`src/rtl/bottleneck_n.sv`:
```
// rtl/bottleneck_n.sv - sequenced M_DW-to-S_DW bus narrowing bridge
module bottleneck_n #(
    parameter int M_DW = 64,
    parameter int S_DW = 16,
    parameter int AW   = 64
) (
    input  logic            clk_i,
    input  logic            reset_i,
    input  logic [AW-1:0]   m_adr_i,
    input  logic            m_cyc_i,
    input  logic            m_stb_i,
    input  logic            m_we_i,
    input  logic [1:0]      m_siz_i,
    input  logic            m_signed_i,
    input  logic [M_DW-1:0] m_dat_i,
    output logic            m_ack_o,
    output logic [M_DW-1:0] m_dat_o,
    output logic            m_err_align_o,
    output logic [AW-1:0]   s_adr_o,
    output logic            s_cyc_o,
    output logic            s_stb_o,
    output logic            s_we_o,
    output logic [1:0]      s_siz_o,
    output logic            s_signed_o,
    output logic [S_DW-1:0] s_dat_o,
    input  logic            s_ack_i,
    input  logic [S_DW-1:0] s_dat_i
);
    localparam int         SB  = S_DW / 8;
    localparam int         LSB = $clog2(SB);
    localparam logic [1:0] BSZ = 2'(LSB);

    typedef enum logic [1:0] {IDLE, BEAT, ACK} state_t;

    state_t          state;
    logic [AW-1:0]   r_adr;
    logic [1:0]      r_siz;
    logic            r_we;
    logic            r_signed;
    logic [M_DW-1:0] r_dat;
    logic [M_DW-1:0] rbuf;
    logic [2:0]      k;

    logic [2:0]      amask;
    logic [1:0]      beat_siz;
    logic [2:0]      nb_last;
    logic [M_DW-1:0] size_mask;
    logic            top_bit;
    logic [8:0]      sh;
    logic            in_beat;

    // Alignment mask of the live request and the misalignment flag
    always_comb begin
        case (m_siz_i)
            2'd0:    amask = 3'b000;
            2'd1:    amask = 3'b001;
            2'd2:    amask = 3'b011;
            default: amask = 3'b111;
        endcase
    end

    assign m_err_align_o = m_cyc_i & m_stb_i & (|(m_adr_i[2:0] & amask));

    // Beat size and last beat index; accesses no wider than the slave bus take one beat
    always_comb begin
        if (r_siz > BSZ) begin
            beat_siz = BSZ;
            nb_last  = 3'((1 << (r_siz - BSZ)) - 1);
        end else begin
            beat_siz = r_siz;
            nb_last  = 3'd0;
        end
    end

    // Valid-byte mask of the latched access and the sign bit of the assembled value
    always_comb begin
        case (r_siz)
            2'd0: begin size_mask = M_DW'(64'h0000_0000_0000_00ff); top_bit = rbuf[7];  end
            2'd1: begin size_mask = M_DW'(64'h0000_0000_0000_ffff); top_bit = rbuf[15]; end
            2'd2: begin size_mask = M_DW'(64'h0000_0000_ffff_ffff); top_bit = rbuf[31]; end
            default: begin size_mask = '1; top_bit = rbuf[M_DW-1]; end
        endcase
    end

    assign sh      = 9'(k) * 9'(S_DW);
    assign in_beat = (state == BEAT);

    assign s_cyc_o    = in_beat & m_cyc_i;
    assign s_stb_o    = in_beat & m_cyc_i;
    assign s_we_o     = in_beat & r_we;
    assign s_signed_o = in_beat & r_signed;
    assign s_siz_o    = in_beat ? beat_siz : 2'd0;
    assign s_adr_o    = in_beat ? (r_adr + (AW'(k) << LSB)) : '0;
    assign s_dat_o    = in_beat ? S_DW'(r_dat >> sh) : '0;
    assign m_ack_o    = (state == ACK);

    // Extension follows m_signed_i live so the master may reinterpret after ack
    assign m_dat_o = rbuf | ((m_signed_i & top_bit) ? ~size_mask : '0);

    // Transfer sequencer: accept, step beats, pulse ack
    always_ff @(posedge clk_i) begin
        if (reset_i) begin
            state    <= IDLE;
            r_adr    <= '0;
            r_siz    <= 2'd0;
            r_we     <= 1'b0;
            r_signed <= 1'b0;
            r_dat    <= '0;
            rbuf     <= '0;
            k        <= 3'd0;
        end else begin
            case (state)
                IDLE: begin
                    if (m_cyc_i && m_stb_i && !m_err_align_o) begin
                        r_adr    <= m_adr_i;
                        r_siz    <= m_siz_i;
                        r_we     <= m_we_i;
                        r_signed <= m_signed_i;
                        r_dat    <= m_dat_i;
                        rbuf     <= '0;
                        k        <= 3'd0;
                        state    <= BEAT;
                    end
                end
                BEAT: begin
                    if (!m_cyc_i) begin
                        state <= IDLE;
                    end else if (s_ack_i) begin
                        if (!r_we) begin
                            rbuf <= rbuf | ((M_DW'(s_dat_i) << sh) & size_mask);
                        end
                        if (k == nb_last) begin
                            state <= ACK;
                        end else begin
                            k <= k + 3'd1;
                        end
                    end
                end
                default: state <= IDLE;
            endcase
        end
    end
endmodule

```
`config.mk`:
```
export PLATFORM = sky130hd
export DESIGN_NAME = bottleneck_n
export DESIGN_NICKNAME = d
export VERILOG_FILES = /design/src/rtl/bottleneck_n.sv
export SDC_FILE = /design/constraint.sdc
export NUM_CORES = 1
export LEC_CHECK = 0
export CORE_AREA = 3 3 184 186
export CTS_BUF_LIST = sky130_fd_sc_hd__clkbuf_4
export CTS_CLUSTER_SIZE = 25
export DETAILED_ROUTE_END_ITERATION = 16
export DIE_AREA = 0 0 187 189
export DONT_BUFFER_PORTS = 1
export GPL_ROUTABILITY_DRIVEN = 0
export HOLD_SLACK_MARGIN = 0.02
export SETUP_SLACK_MARGIN = 0.1
export SLEW_MARGIN = 0
export SYNTH_ARGS = -nofsm -noshare
export SYNTH_HDL_FRONTEND = slang
export SYNTH_SLANG_ARGS = --single-unit
```
`constraint.sdc`:
```
create_clock -name clk_i -period 3.8 [get_ports clk_i]
set_input_delay 0.57 -clock clk_i [delete_from_list [all_inputs] [get_ports clk_i]]
set_output_delay 0.57 -clock clk_i [all_outputs]
set_load 0.03 [all_outputs]
```
Word-level counts from Yosys, hierarchy flattened. Cells that the tools add are included.

Shift operators: 3. Add/subtract/negate cells: 4. Equality and inequality tests: 14. Mux-type cells: 24. Order comparisons: 1. Bitwise gates (word level): 11. Reductions and logical operators: 12.

Operators by type and width (number): $mux 64 (6); $pmux 64 s3 (1); $or 64x64->64 (2); $pmux 64 s2 (1); $add 64x4->64 (1); $and 64x64->64 (1); $not 64->64 (1); $shl 16x7->64 (1); $shr 64x7->16 (1); $mux 16 (1); $mux 3 (5); $mux 2 (6); $ne 2x2->1 const B (5); $reduce_and 5->1 (2); $pmux 3 s3 (1); $and 1x1->1 (6); $eq 2x1->1 const B (3); $eq 2x2->1 const B (3); $logic_not 2->1 (3); $pmux 3 s2 (1); $pmux 2 s2 (1); $add 3x1->3 const B (1); $and 3x3->3 (1); $eq 3x3->1 (1); 13 further kinds (14).

Output and inout bits: 152. Word-level logic and storage cells: 77. Input bits: 153. Register bits: 201.

Longest topological paths before layout. Gate-level depths: netlist (run 1).

Depth after elaboration: 9. Mapped depth: 9. Gate-level depth less buffers: 8.

Worst setup path after synthesis (run 1). Ideal clock, no wire load.

Path type: register -> output. Start: register k[1]. End: output port s_adr_o[59]. Path buffers: 2. Arrival: 2.810 ns. Setup slack: 0.420 ns. Cell stages (with the launch flop): 10. Required time: 3.230 ns. Cell sequence: dfxtp_1 > buf_2 > inv_1 > fa_1 > nand2b_1 > a2111oi_2 > nand4_1 > buf_2 > or4_1 > nand2_1.

Longest elaborated chain between the ends: 2.

RTL lines: start: declaration (line 42) `logic [2:0] k;`; start signal: assignment (line 135) `k <= k + 3'd1;`; $add 64x4->64 (line 93) `assign s_adr_o = in_beat ? (r_adr + (AW'(k) << LSB)) : '0;`; $mux 64 (line 93); end: declaration (line 19) `output logic [AW-1:0] s_adr_o,`.

Every way passes these cells.

Final worst setup path (run 1).
Start: register r_adr[1]. End: output port s_adr_o[61].

Longest elaborated chain between the ends: 2.

RTL lines: start: declaration (line 36) `logic [AW-1:0] r_adr;`; start signal: assignment (line 115) `r_adr <= m_adr_i;`; $add 64x4->64 (line 93); $mux 64 (line 93).

Every way passes these cells.

==> results of run 1 <==
[kinds of logic after synthesis]
| logic type | Yosys count | synth area share, % |
|---|---|---|
| and+or+nand+nor | 617 | 30.3 |
| AOI/OAI and AO/OA | 272 | 15.9 |
| DFF | 201 | 41.7 |
| buffers and inverters | 110 | 4.74 |
| xor gates and xnor gates | 29 | 2.63 |
| muxes | 18 | 3.94 |
| adders and majority gates | 5 | 0.726 |
| other | 1 | 0.0388 |
[per-layer routing]
metal	up-vias	routed length, µm	global-route usage [%]
li1	4739	-	-
met1	4695	14800	23.0
met2	385	16000	30.2
met3	100	2270	4.44
met4	0	1590	9.16
met5	-	0	0
[placed cells by master, fill, tap and decap left out, types with 11 or more instances in the layout]
master / count
and3_1: 11
dlygate4sd3_1: 150
o21ai_0: 32
nand3_1: 30
dfxtp_1: 197
inv_1: 15
nor2_1: 66
mux4_2: 16
clkinv_1: 12
clkbuf_4: 84
nand4_1: 28
or2_2: 25
nor2b_1: 21
nand2b_1: 35
a22o_1: 31
or3_1: 17
a21oi_1: 177
buf_4: 77
nand2_1: 309
xor2_1: 21
buf_6: 12
[worst reg2reg max path, delay by kind of cell (launching register included)]
| family | cells | cell delay [ns] |
|---|---|---|
| flip-flops | 1 | 0.37 |
| buffers and inverters | 2 | 1.02 |
| AND/OR/NAND/NOR | 2 | 0.57 |
| AO/OA/AOI/OAI | 2 | 0.89 |
[through the flow]
stage          hold slack (ns)  instance area (µm²)  std cells
6_report                 0.105                13100       1951
3_3_place_gp             0.428                10400       1674
3_5_place_dp             0.438                10400       1674
2_1_floorplan            0.417                 9650       1253
5_1_grt                 0.0615                13100       1950
4_1_cts                 0.0252                12900       1936
[power groups by stage]
stage,Sequential [mW],Combinational [mW],Clock [mW]
global placement,2.26,0.267,0
detailed placement,2.26,0.272,0
finish,2.22,0.441,2.11
global route,2.22,0.482,2.30
floorplan,2.24,0.245,0
CTS,2.21,0.437,2.20
[cell type report]
| type | count | area, µm² | area share (%) |
|---|---|---|---|
| clock buffer | 84 | 631 | 4.80 |
| inverter | 16 | 60.1 | 0.457 |
| multi-input combinational | 942 | 5440 | 41.4 |
| tap | 442 | 553 | 4.21 |
| timing repair buffer | 242 | 2280 | 17.3 |
| clock inverter | 19 | 130 | 0.991 |
| sequential | 201 | 4030 | 30.7 |
| antenna | 5 | 12.5 | 0.0953 |
[worst paths after layout]
check               from     endpoint  slack (ns)  depth (start not counted)
min          m_dat_i[51]    r_dat[51]        0.10                          2
min reg2reg    r_dat[36]    r_dat[36]        0.45                          2
max             r_adr[1]  s_adr_o[61]        0.03                         10
max reg2reg     state[0]     r_dat[1]        0.89                          6
[Yosys cell counts, drive strengths merged (18+ instances only)]
master / instances
or3: 20
nand3: 32
nand2b: 37
buf: 18
xor2: 21
or2: 25
a22o: 31
dfxtp: 201
clkbuf: 76
a21oi: 184
nand4: 29
nor2b: 22
nand2: 319
o21ai: 36
nor2: 67
[sequential cells by signal, indices dropped and copies added (netlist names)]
register	flops
r_signed	1
k	3
rbuf	64
r_we	1
r_siz	2
r_dat	64
r_adr	64
state	2
[repair_timing]
item / 4_1_cts / 5_1_grt
hold buffers: 151 / 0
hold endpoints to repair: 197 / 0
buffers inserted: 7 / 10
gates cloned: 1 / 1
gates resized for setup: 37 / 40
pin swaps: 12 / 17
setup endpoints to repair: 25 / 66
==> impl_metrics.ini, run 1 <==
[routing]
routed_via_density = 5.08
finalWirelength_um = 34700
ant_nets = 0
routedWlPerCell_um = 17.8
num_vias = 9919
dr.pass1.iters = 5
drc_errors = 0
drtIter0Drc = 537

[logic_synthesis]
syn_nets = 1411
synth_top_cell_by_area = dfxtp_1
syn_area_um2 = 9650
synthCells = 1253
ys_types = 53
yosys-top-cells-area = dfxtp_1 42%, nand2_1 12%, a21oi_1 9.5%
synth_area_per_cell_um2 = 7.70
async_flop_share_pct = 0
synth_top_area_share_pct = 41.7
ys.flop_type = dfxtp_1
synth-edff-count = 0
synth.yosys.seq_area_share_pct = 41.7
synth_warnings = 0
synth-seq-cells = 201

[clocking]
cts_tree = done
cts-root-buf = clkbuf_4
clock-sinks = 201
htree_levels = 2
clockBufferDepth = 3
clkLatencyLatePin_ns = 0.70
path_clk_slew_ns = 0.06
tritoncts.num_buffers = 58

[timing]
skew_ns = 0.0607
finalCritPeriodShare_pct = 99.3
final-setup-viol-count = 0
worst_slew_pin_slew_ns = 1.13
layout_setup_ws_ns = 0.0259
rsz0062_at_grt = yes
max_freq_ghz = 0.265
drv_slew = 0
finalSetupTns_ns = 0
hold_viol = 0
fin_crit_ns = 3.77
slew_headroom_pct = 24.8

[grt]
grt_pass1_wl_um = 52900
antenna_found_initial = 5
grt_pass1_vias = 9653
gr-total-overflow = 0
grt_max_degree = 135
grt_usage_pct = 18.5

[power]
powerDensity_nw_per_um2 = 363
internal_power_mw = 3.50
clkPwrFrac_pct = 44.3
swShare_pct = 26.7
power_mw = 4.77
comb_power_share_pct = 9.3
ir_drop_mv = 0.207
seqPwrFrac_pct = 46.5
leakagePower_nw = 4.76
switching_power_mw = 1.27

[floorplanning]
io_pins = 305
core_um2 = 32500
start_util_pct = 29.7
die_w_um = 187
num_rows = 66
die_area_um2 = 35300
fp.dieH_um = 189

[cells_and_area]
nNetsFinal = 1619
num-fill-cells = 3227
fin_util_pct = 40.5
syn2layout_area_growth_pct = 36.1
drive_gt1_share_pct = 18.8

[setup_path]
worst-setup-path-type = flop to output pin
crit_family = simple AND/OR/NAND/NOR gates
crit_fanout = 5
path_cells = ha_4, inv_2, fa_2, nand2b_4, a2111oi_4, buf_4, nand4_1, buf_6, or4_4, nand2_4
arrival_ns = 3.20
crit_buf_inv = 3
cp_slowest_cell = or4_4
setup.worst_path.end_class = output pin
required_ns = 3.23
cp-start-kind = flop
max_stage_delay_ns = 0.43

[placement]
io_buffers = 0
hpwl_um = 21800
preCtsSetupSlack_ns = 0.472

[job]
maxCapViolations = 0

[worst_hold_path]
hold_path_class = primary input to flop

[status]
outcome = completed
Note: power is estimated with default switching activity, not from simulation.
==> run 2, diff against run 1 <==
--- a/config.mk
+++ b/config.mk
@@ -5,11 +5,11 @@
 export SDC_FILE = /design/constraint.sdc
 export NUM_CORES = 1
 export LEC_CHECK = 0
-export CORE_AREA = 3 3 184 186
+export CORE_AREA = 3 3 160 162
 export CTS_BUF_LIST = sky130_fd_sc_hd__clkbuf_4
 export CTS_CLUSTER_SIZE = 25
 export DETAILED_ROUTE_END_ITERATION = 16
-export DIE_AREA = 0 0 187 189
+export DIE_AREA = 0 0 163 165
 export DONT_BUFFER_PORTS = 1
 export GPL_ROUTABILITY_DRIVEN = 0
 export HOLD_SLACK_MARGIN = 0.02
==> run 2 against run 1 <==
Net effect:
- total power fell by 6.7%
- non-clock buffer count is 25 lower
- via count decreased by 3.5%
- critical path depth decreased by 1
- hold slack got worse by 0.0074 ns
- sequential power about the same
- register-to-register slack better by 0.53 ns
- global-route usage is 3.6 points higher
- clock power fell by 14%
- fmax is 4.3% higher
- clock skew decreased by 0.034 ns
==> impl_metrics.ini, run 2 (synthesis gave the netlist of run 1 again) <==
[power]
ir_drop_mv = 0.257
switching_power_mw = 1.22
clkPwrFrac_pct = 40.7
seqPwrFrac_pct = 49.8
comb_power_share_pct = 9.5
power_mw = 4.45
swShare_pct = 27.5
powerDensity_nw_per_um2 = 354
leakagePower_nw = 4.56
internal_power_mw = 3.22

[timing]
finalSetupTns_ns = 0
fin_crit_ns = 3.62
skew_ns = 0.0271
hold_viol = 0
drv_slew = 0
finalCritPeriodShare_pct = 95.3
whs_ns = 0.0974
max_freq_ghz = 0.276
slew_headroom_pct = 33.9
worst_slew_pin_slew_ns = 0.992
rsz0062_at_grt = yes
final-setup-viol-count = 0

[setup_path]
worst-setup-path-type = flop to output pin
endpoint = s_adr_o[55]
reg2reg_from = state[0]
arrival_ns = 3.05
reg2reg_to = r_dat[19]
crit_fanout = 6
cp-startpoint = k[0]
worst_r2r_path_depth = 6
required_ns = 3.23
setup.worst_path.end_class = output pin
reg2reg_slack_ns = 1.42
cp-start-kind = flop

[grt]
grt_pass1_wl_um = 48100
grt_pass1_vias = 9177
grt_usage_pct = 22.1
grt_max_degree = 135
antenna_found_initial = 2
gr-total-overflow = 0

[routing]
drtIter0Drc = 586
routedWlPerCell_um = 17.7
num_vias = 9571
ant_nets = 0
drc_errors = 0
finalWirelength_um = 31900
routed_via_density = 5.31
dr.pass1.iters = 5

[floorplanning]
num_rows = 57
io_pins = 305
fp.dieH_um = 165
die_area_um2 = 26900
die_w_um = 163
core_um2 = 24200
start_util_pct = 39.8

[clocking]
cts_tree = done
path_clk_slew_ns = 0.07
clkLatencyLatePin_ns = 0.65
clockBufferDepth = 3
htree_levels = 2
tritoncts.num_buffers = 55
clock-sinks = 201
cts-root-buf = clkbuf_4

[cells_and_area]
drive_gt1_share_pct = 16.9
mostFrequentLayoutCells = 312 x nand2_1, 196 x dfxtp_1, 183 x a21oi_1
reg.largest.list = r_adr (64), r_dat (64), rbuf (64)
syn2layout_area_growth_pct = 30.1
regArea_um2 = 4030
nNetsFinal = 1591
num-fill-cells = 2344
mostFrequentLayoutCell = nand2_1
multi_input_area_um2 = 5390

[placement]
io_buffers = 0
hpwl_um = 20200

[job]
maxCapViolations = 0

[status]
outcome = completed

[worst_hold_path]
hold_path_class = primary input to flop
run 2: power groups by stage:
stage	clock (mW)	sequential (mW)	combinational, mW
6_report	1.81	2.22	0.423
5_1_grt	2.00	2.22	0.460
4_1_cts	1.88	2.21	0.419
3_5_place_dp	0	2.26	0.267
3_3_place_gp	0	2.26	0.264
2_1_floorplan	0	2.24	0.245
run 2: how the worst min path moves through the flow:
stage,start,end,slack [ns],cells after the start
after floorplan,rbuf[10],rbuf[10],0.42,2
after global placement,rbuf[8],rbuf[8],0.43,2
after detailed placement,rbuf[8],rbuf[8],0.44,2
after CTS,m_adr_i[48],r_adr[48],0.02,2
after global routing,s_dat_i[10],rbuf[10],0.03,2
final,m_adr_i[48],r_adr[48],0.1,2
run 2: area by class of cell:
type                       count  share of cell area [%]
antenna                        2                  0.0398
clock buffer                  71                    4.24
clock inverter                30                   0.976
inverter                      16                   0.478
multi-input combinational    942                    42.9
sequential                   201                    32.1
tap                          324                    3.23
timing repair buffer         217                    16.1
run 2: layer usage:
metal,track usage (%),up-vias,share of wire (%)
met2,36.2,347,47
li1,-,4680,-
met4,7.15,0,2.3
met1,28.1,4489,43
met3,6.45,55,8.0
met5,0,-,0
run 2: repair_timing:
item | 4_1_cts | 5_1_grt
setup endpoints to repair | 19 | 23
buffers inserted | 4 | 5
gates resized for setup | 18 | 31
endpoints found under the hold margin | 195 | 0
cloned | 1 | 0
hold buffers | 137 | 0
pin swaps | 4 | 10
run 2: per-stage QoR:
stage / util [%] / cells / worst slack (ns) / area (µm²)
global placement: 42.2 / 1554 / 0.379 / 10200
CTS: 51.1 / 1797 / 0.0894 / 12400
finish: 51.8 / 1803 / 0.180 / 12600
floorplan: - / 1253 / 0.420 / 9650
detailed placement: 42.2 / 1554 / 0.295 / 10200
global route: 51.8 / 1803 / 0.0147 / 12600
run 2: critical path, stage by stage (launching register included):
cell and delay (ns):
dfxtp_2 0.35, ha_4 0.14, inv_2 0.04, fa_2 0.33
nand2b_4 0.16, a2111oi_4 0.34, nand4_1 0.20, buf_6 0.20
or4_4 0.52, nand2_8 0.11
==> RTL change: new RTL, settings of run 1 <==
Encoding of `state_t`: now one-hot (3 bits for 3 states).
--- a/src/rtl/bottleneck_n.sv
+++ b/src/rtl/bottleneck_n.sv
@@ -30,7 +30,7 @@
     localparam int         LSB = $clog2(SB);
     localparam logic [1:0] BSZ = 2'(LSB);
 
-    typedef enum logic [1:0] {IDLE, BEAT, ACK} state_t;
+    typedef enum logic [2:0] {IDLE = 3'b001, BEAT = 3'b010, ACK = 3'b100} state_t;
 
     state_t          state;
     logic [AW-1:0]   r_adr;
Check against the original RTL: same outputs for any inputs over 4 cycles, from zero or initial values and one cycle with reset_i high; so few cycles prove little.
==> RTL change against run 1 <==
  * The flow now finishes with violations (setup timing)
  * Sequential share of layout area hardly changed
  * Final area is 0.37% higher
  * Wire length is 3.3% lower
  * Critical path type unchanged
  * Critical path depth stayed put
  * Total power is 3.0% lower
  * Global-route usage is 0.73 points lower
  * Sequential cell count is 1 higher
  * Highest routed layer is now met5
  * Largest power group unchanged
  * Non-clock buffer count is 23 higher
  * Setup slack worse by 100 ps
  * Area after synthesis is 0.60% lower
==> RTL change: results (changes against run 1) <==
{
  "power-per-cell-area": {"value": 351, "unit": "nW/um2", "change": "was 363 nW/um2"},
  "setup_total_negative_slack": {"value": -257, "unit": "ps", "change": "was 0 ps"},
  "first_iter_violations": {"value": 404, "change": "was 537"},
  "fin_worst_skew": {"value": 53.8, "unit": "ps", "change": "was 60.7 ps"},
  "max-vdd-ir-drop": {"value": 277, "unit": "uV", "change": "was 207 uV"},
  "post_synthesis_mux_area_share": {"value": 3.96, "unit": "%", "change": "was 3.94%"},
  "crit_arrival": {"value": 3310, "unit": "ps", "change": "was 3200 ps"},
  "area_after_detailed_placement": {"value": 10500, "unit": "um2", "change": "was 10400 um2"},
  "outcome": {"value": "complete, but fails checks", "change": "was finished clean"},
  "post_synth_adder_cell_area": {"value": 0.730, "unit": "%", "change": "was 0.726%"},
  "launching_point_of_the_worst_reg2reg_path": {"value": "state[1]", "change": "was state[0]"},
  "tightest_pin_transition": {"value": 1100, "unit": "ps", "change": "was 1130 ps"},
  "pre_cts_ws": {"value": 235, "unit": "ps", "change": "was 472 ps"},
  "worstHoldStart": {"value": "s_ack_i", "change": "was m_dat_i[51]"},
  "number_of_antenna_violations_at_the_first_check_in_global_routing": {"value": 2, "change": "was 5"},
  "setup_viol": {"value": 8, "change": "was 0"},
  "failed_checks": "setup timing",
  "placedCellCount": {"value": 1626, "change": "was 1674"},
  "layoutNonFillerInstCount": {"value": 1902, "change": "was 1951"},
  "syn_area_per_cell": {"value": 8.10, "unit": "um2", "change": "was 7.70 um2"},
  "synth.cells.most_frequent": {"value": "sky130_fd_sc_hd__nand2_1, sky130_fd_sc_hd__dfxtp_1, sky130_fd_sc_hd__a21oi_1", "change": "unchanged"},
  "leakagePower": {"value": 4.82, "unit": "nW", "change": "was 4.76 nW"},
  "synthDistinctLibCells": {"value": 54, "change": "was 53"},
  "fraction_of_final_layout_cells_with_drive_strength_greater_than_1": {"value": 20.6, "unit": "%", "change": "was 18.8%"},
  "detailedPlacementHpwl": {"value": 20500, "unit": "um", "change": "was 21800 um"},
  "route.vias.total": {"value": 9635, "change": "was 9919"},
  "finalWorstSetupSlack": {"value": -78.3, "unit": "ps", "change": "was 25.9 ps"},
  "routed_wirelength": {"value": 33500, "unit": "um", "change": "was 34700 um"},
  "synth_fp_nets": {"value": 1343, "change": "was 1411"},
  "vias_in_the_first_global_route": {"value": 9464, "change": "was 9653"}
}
==> RTL change: cell count changes in the layout (fill, tap and decap cells not counted), moves of 8 or more <==
cell	change
sky130_fd_sc_hd__buf_4	+17
sky130_fd_sc_hd__nand4_1	-10
sky130_fd_sc_hd__o21ai_0	-11
sky130_fd_sc_hd__nand2_1	-20
sky130_fd_sc_hd__o31ai_1	+12
sky130_fd_sc_hd__a22o_1	+33
sky130_fd_sc_hd__o211ai_1	-8
sky130_fd_sc_hd__a21oi_1	-15
sky130_fd_sc_hd__nor2_1	-25
==> RTL change: critical path, stage by stage (launching register included) <==
cell and delay (ps):
sky130_fd_sc_hd__dfxtp_2 350, sky130_fd_sc_hd__ha_4 140, sky130_fd_sc_hd__inv_2 30, sky130_fd_sc_hd__fa_2 330, sky130_fd_sc_hd__nand2b_4 160, sky130_fd_sc_hd__a2111oi_4 460, sky130_fd_sc_hd__nand3_2 200, sky130_fd_sc_hd__buf_6 190
sky130_fd_sc_hd__or4_1 390, sky130_fd_sc_hd__a21oi_1 170, sky130_fd_sc_hd__buf_4 200
==> RTL change: layout make-up <==
| class | count | share of cell area [%] |
|---|---|---|
| sequential | 202 | 30.7 |
| timing repair buffer | 265 | 19.0 |
| clock inverter | 26 | 1.27 |
| tap | 442 | 4.20 |
| inverter | 15 | 0.427 |
| antenna | 1 | 0.0190 |
| clock buffer | 77 | 4.38 |
| multi-input combinational | 874 | 39.9 |
==> RTL change: cell families after synthesis <==
logic type,count (synthesis)
AOI/OAI and AO/OA,284
xor gates and xnor gates,27
DFF,202
buffers and inverters,110
adders and majority gates,5
and+or+nand+nor,538
muxes,18
other,1
==> RTL change: per-layer routing <==
layer  vias to the layer above  track usage (%)  routed length, um
li1                       4600                -                  -
met1                      4583             21.6              14000
met2                       372             29.8              16000
met3                        78             5.00               2350
met4                         2             7.15               1160
met5                         -                0                 13
==> RTL change: worst paths after layout <==
check,end,slack [ps],cells after the start
max,s_adr_o[51],-80,10
max reg2reg,r_dat[16],1240,6
min reg2reg,r_dat[30],450,2
min,state[1],160,3
==> RTL change: repair_timing <==
| action | 4_1_cts | 5_1_grt |
|---|---|---|
| buffers inserted | 4 | 13 |
| endpoints found under the setup margin | 34 | 37 |
| pin swaps | 20 | 13 |
| gates resized for setup | 32 | 24 |
| cloned | 3 | 1 |
| hold buffers | 151 | 0 |
| endpoints found under the hold margin | 202 | 0 |
==> RTL change: power by group <==
part           internal [W]  switching, W
Combinational      0.000165      0.000174
Sequential          0.00216     0.0000428
Clock               0.00108      0.000992
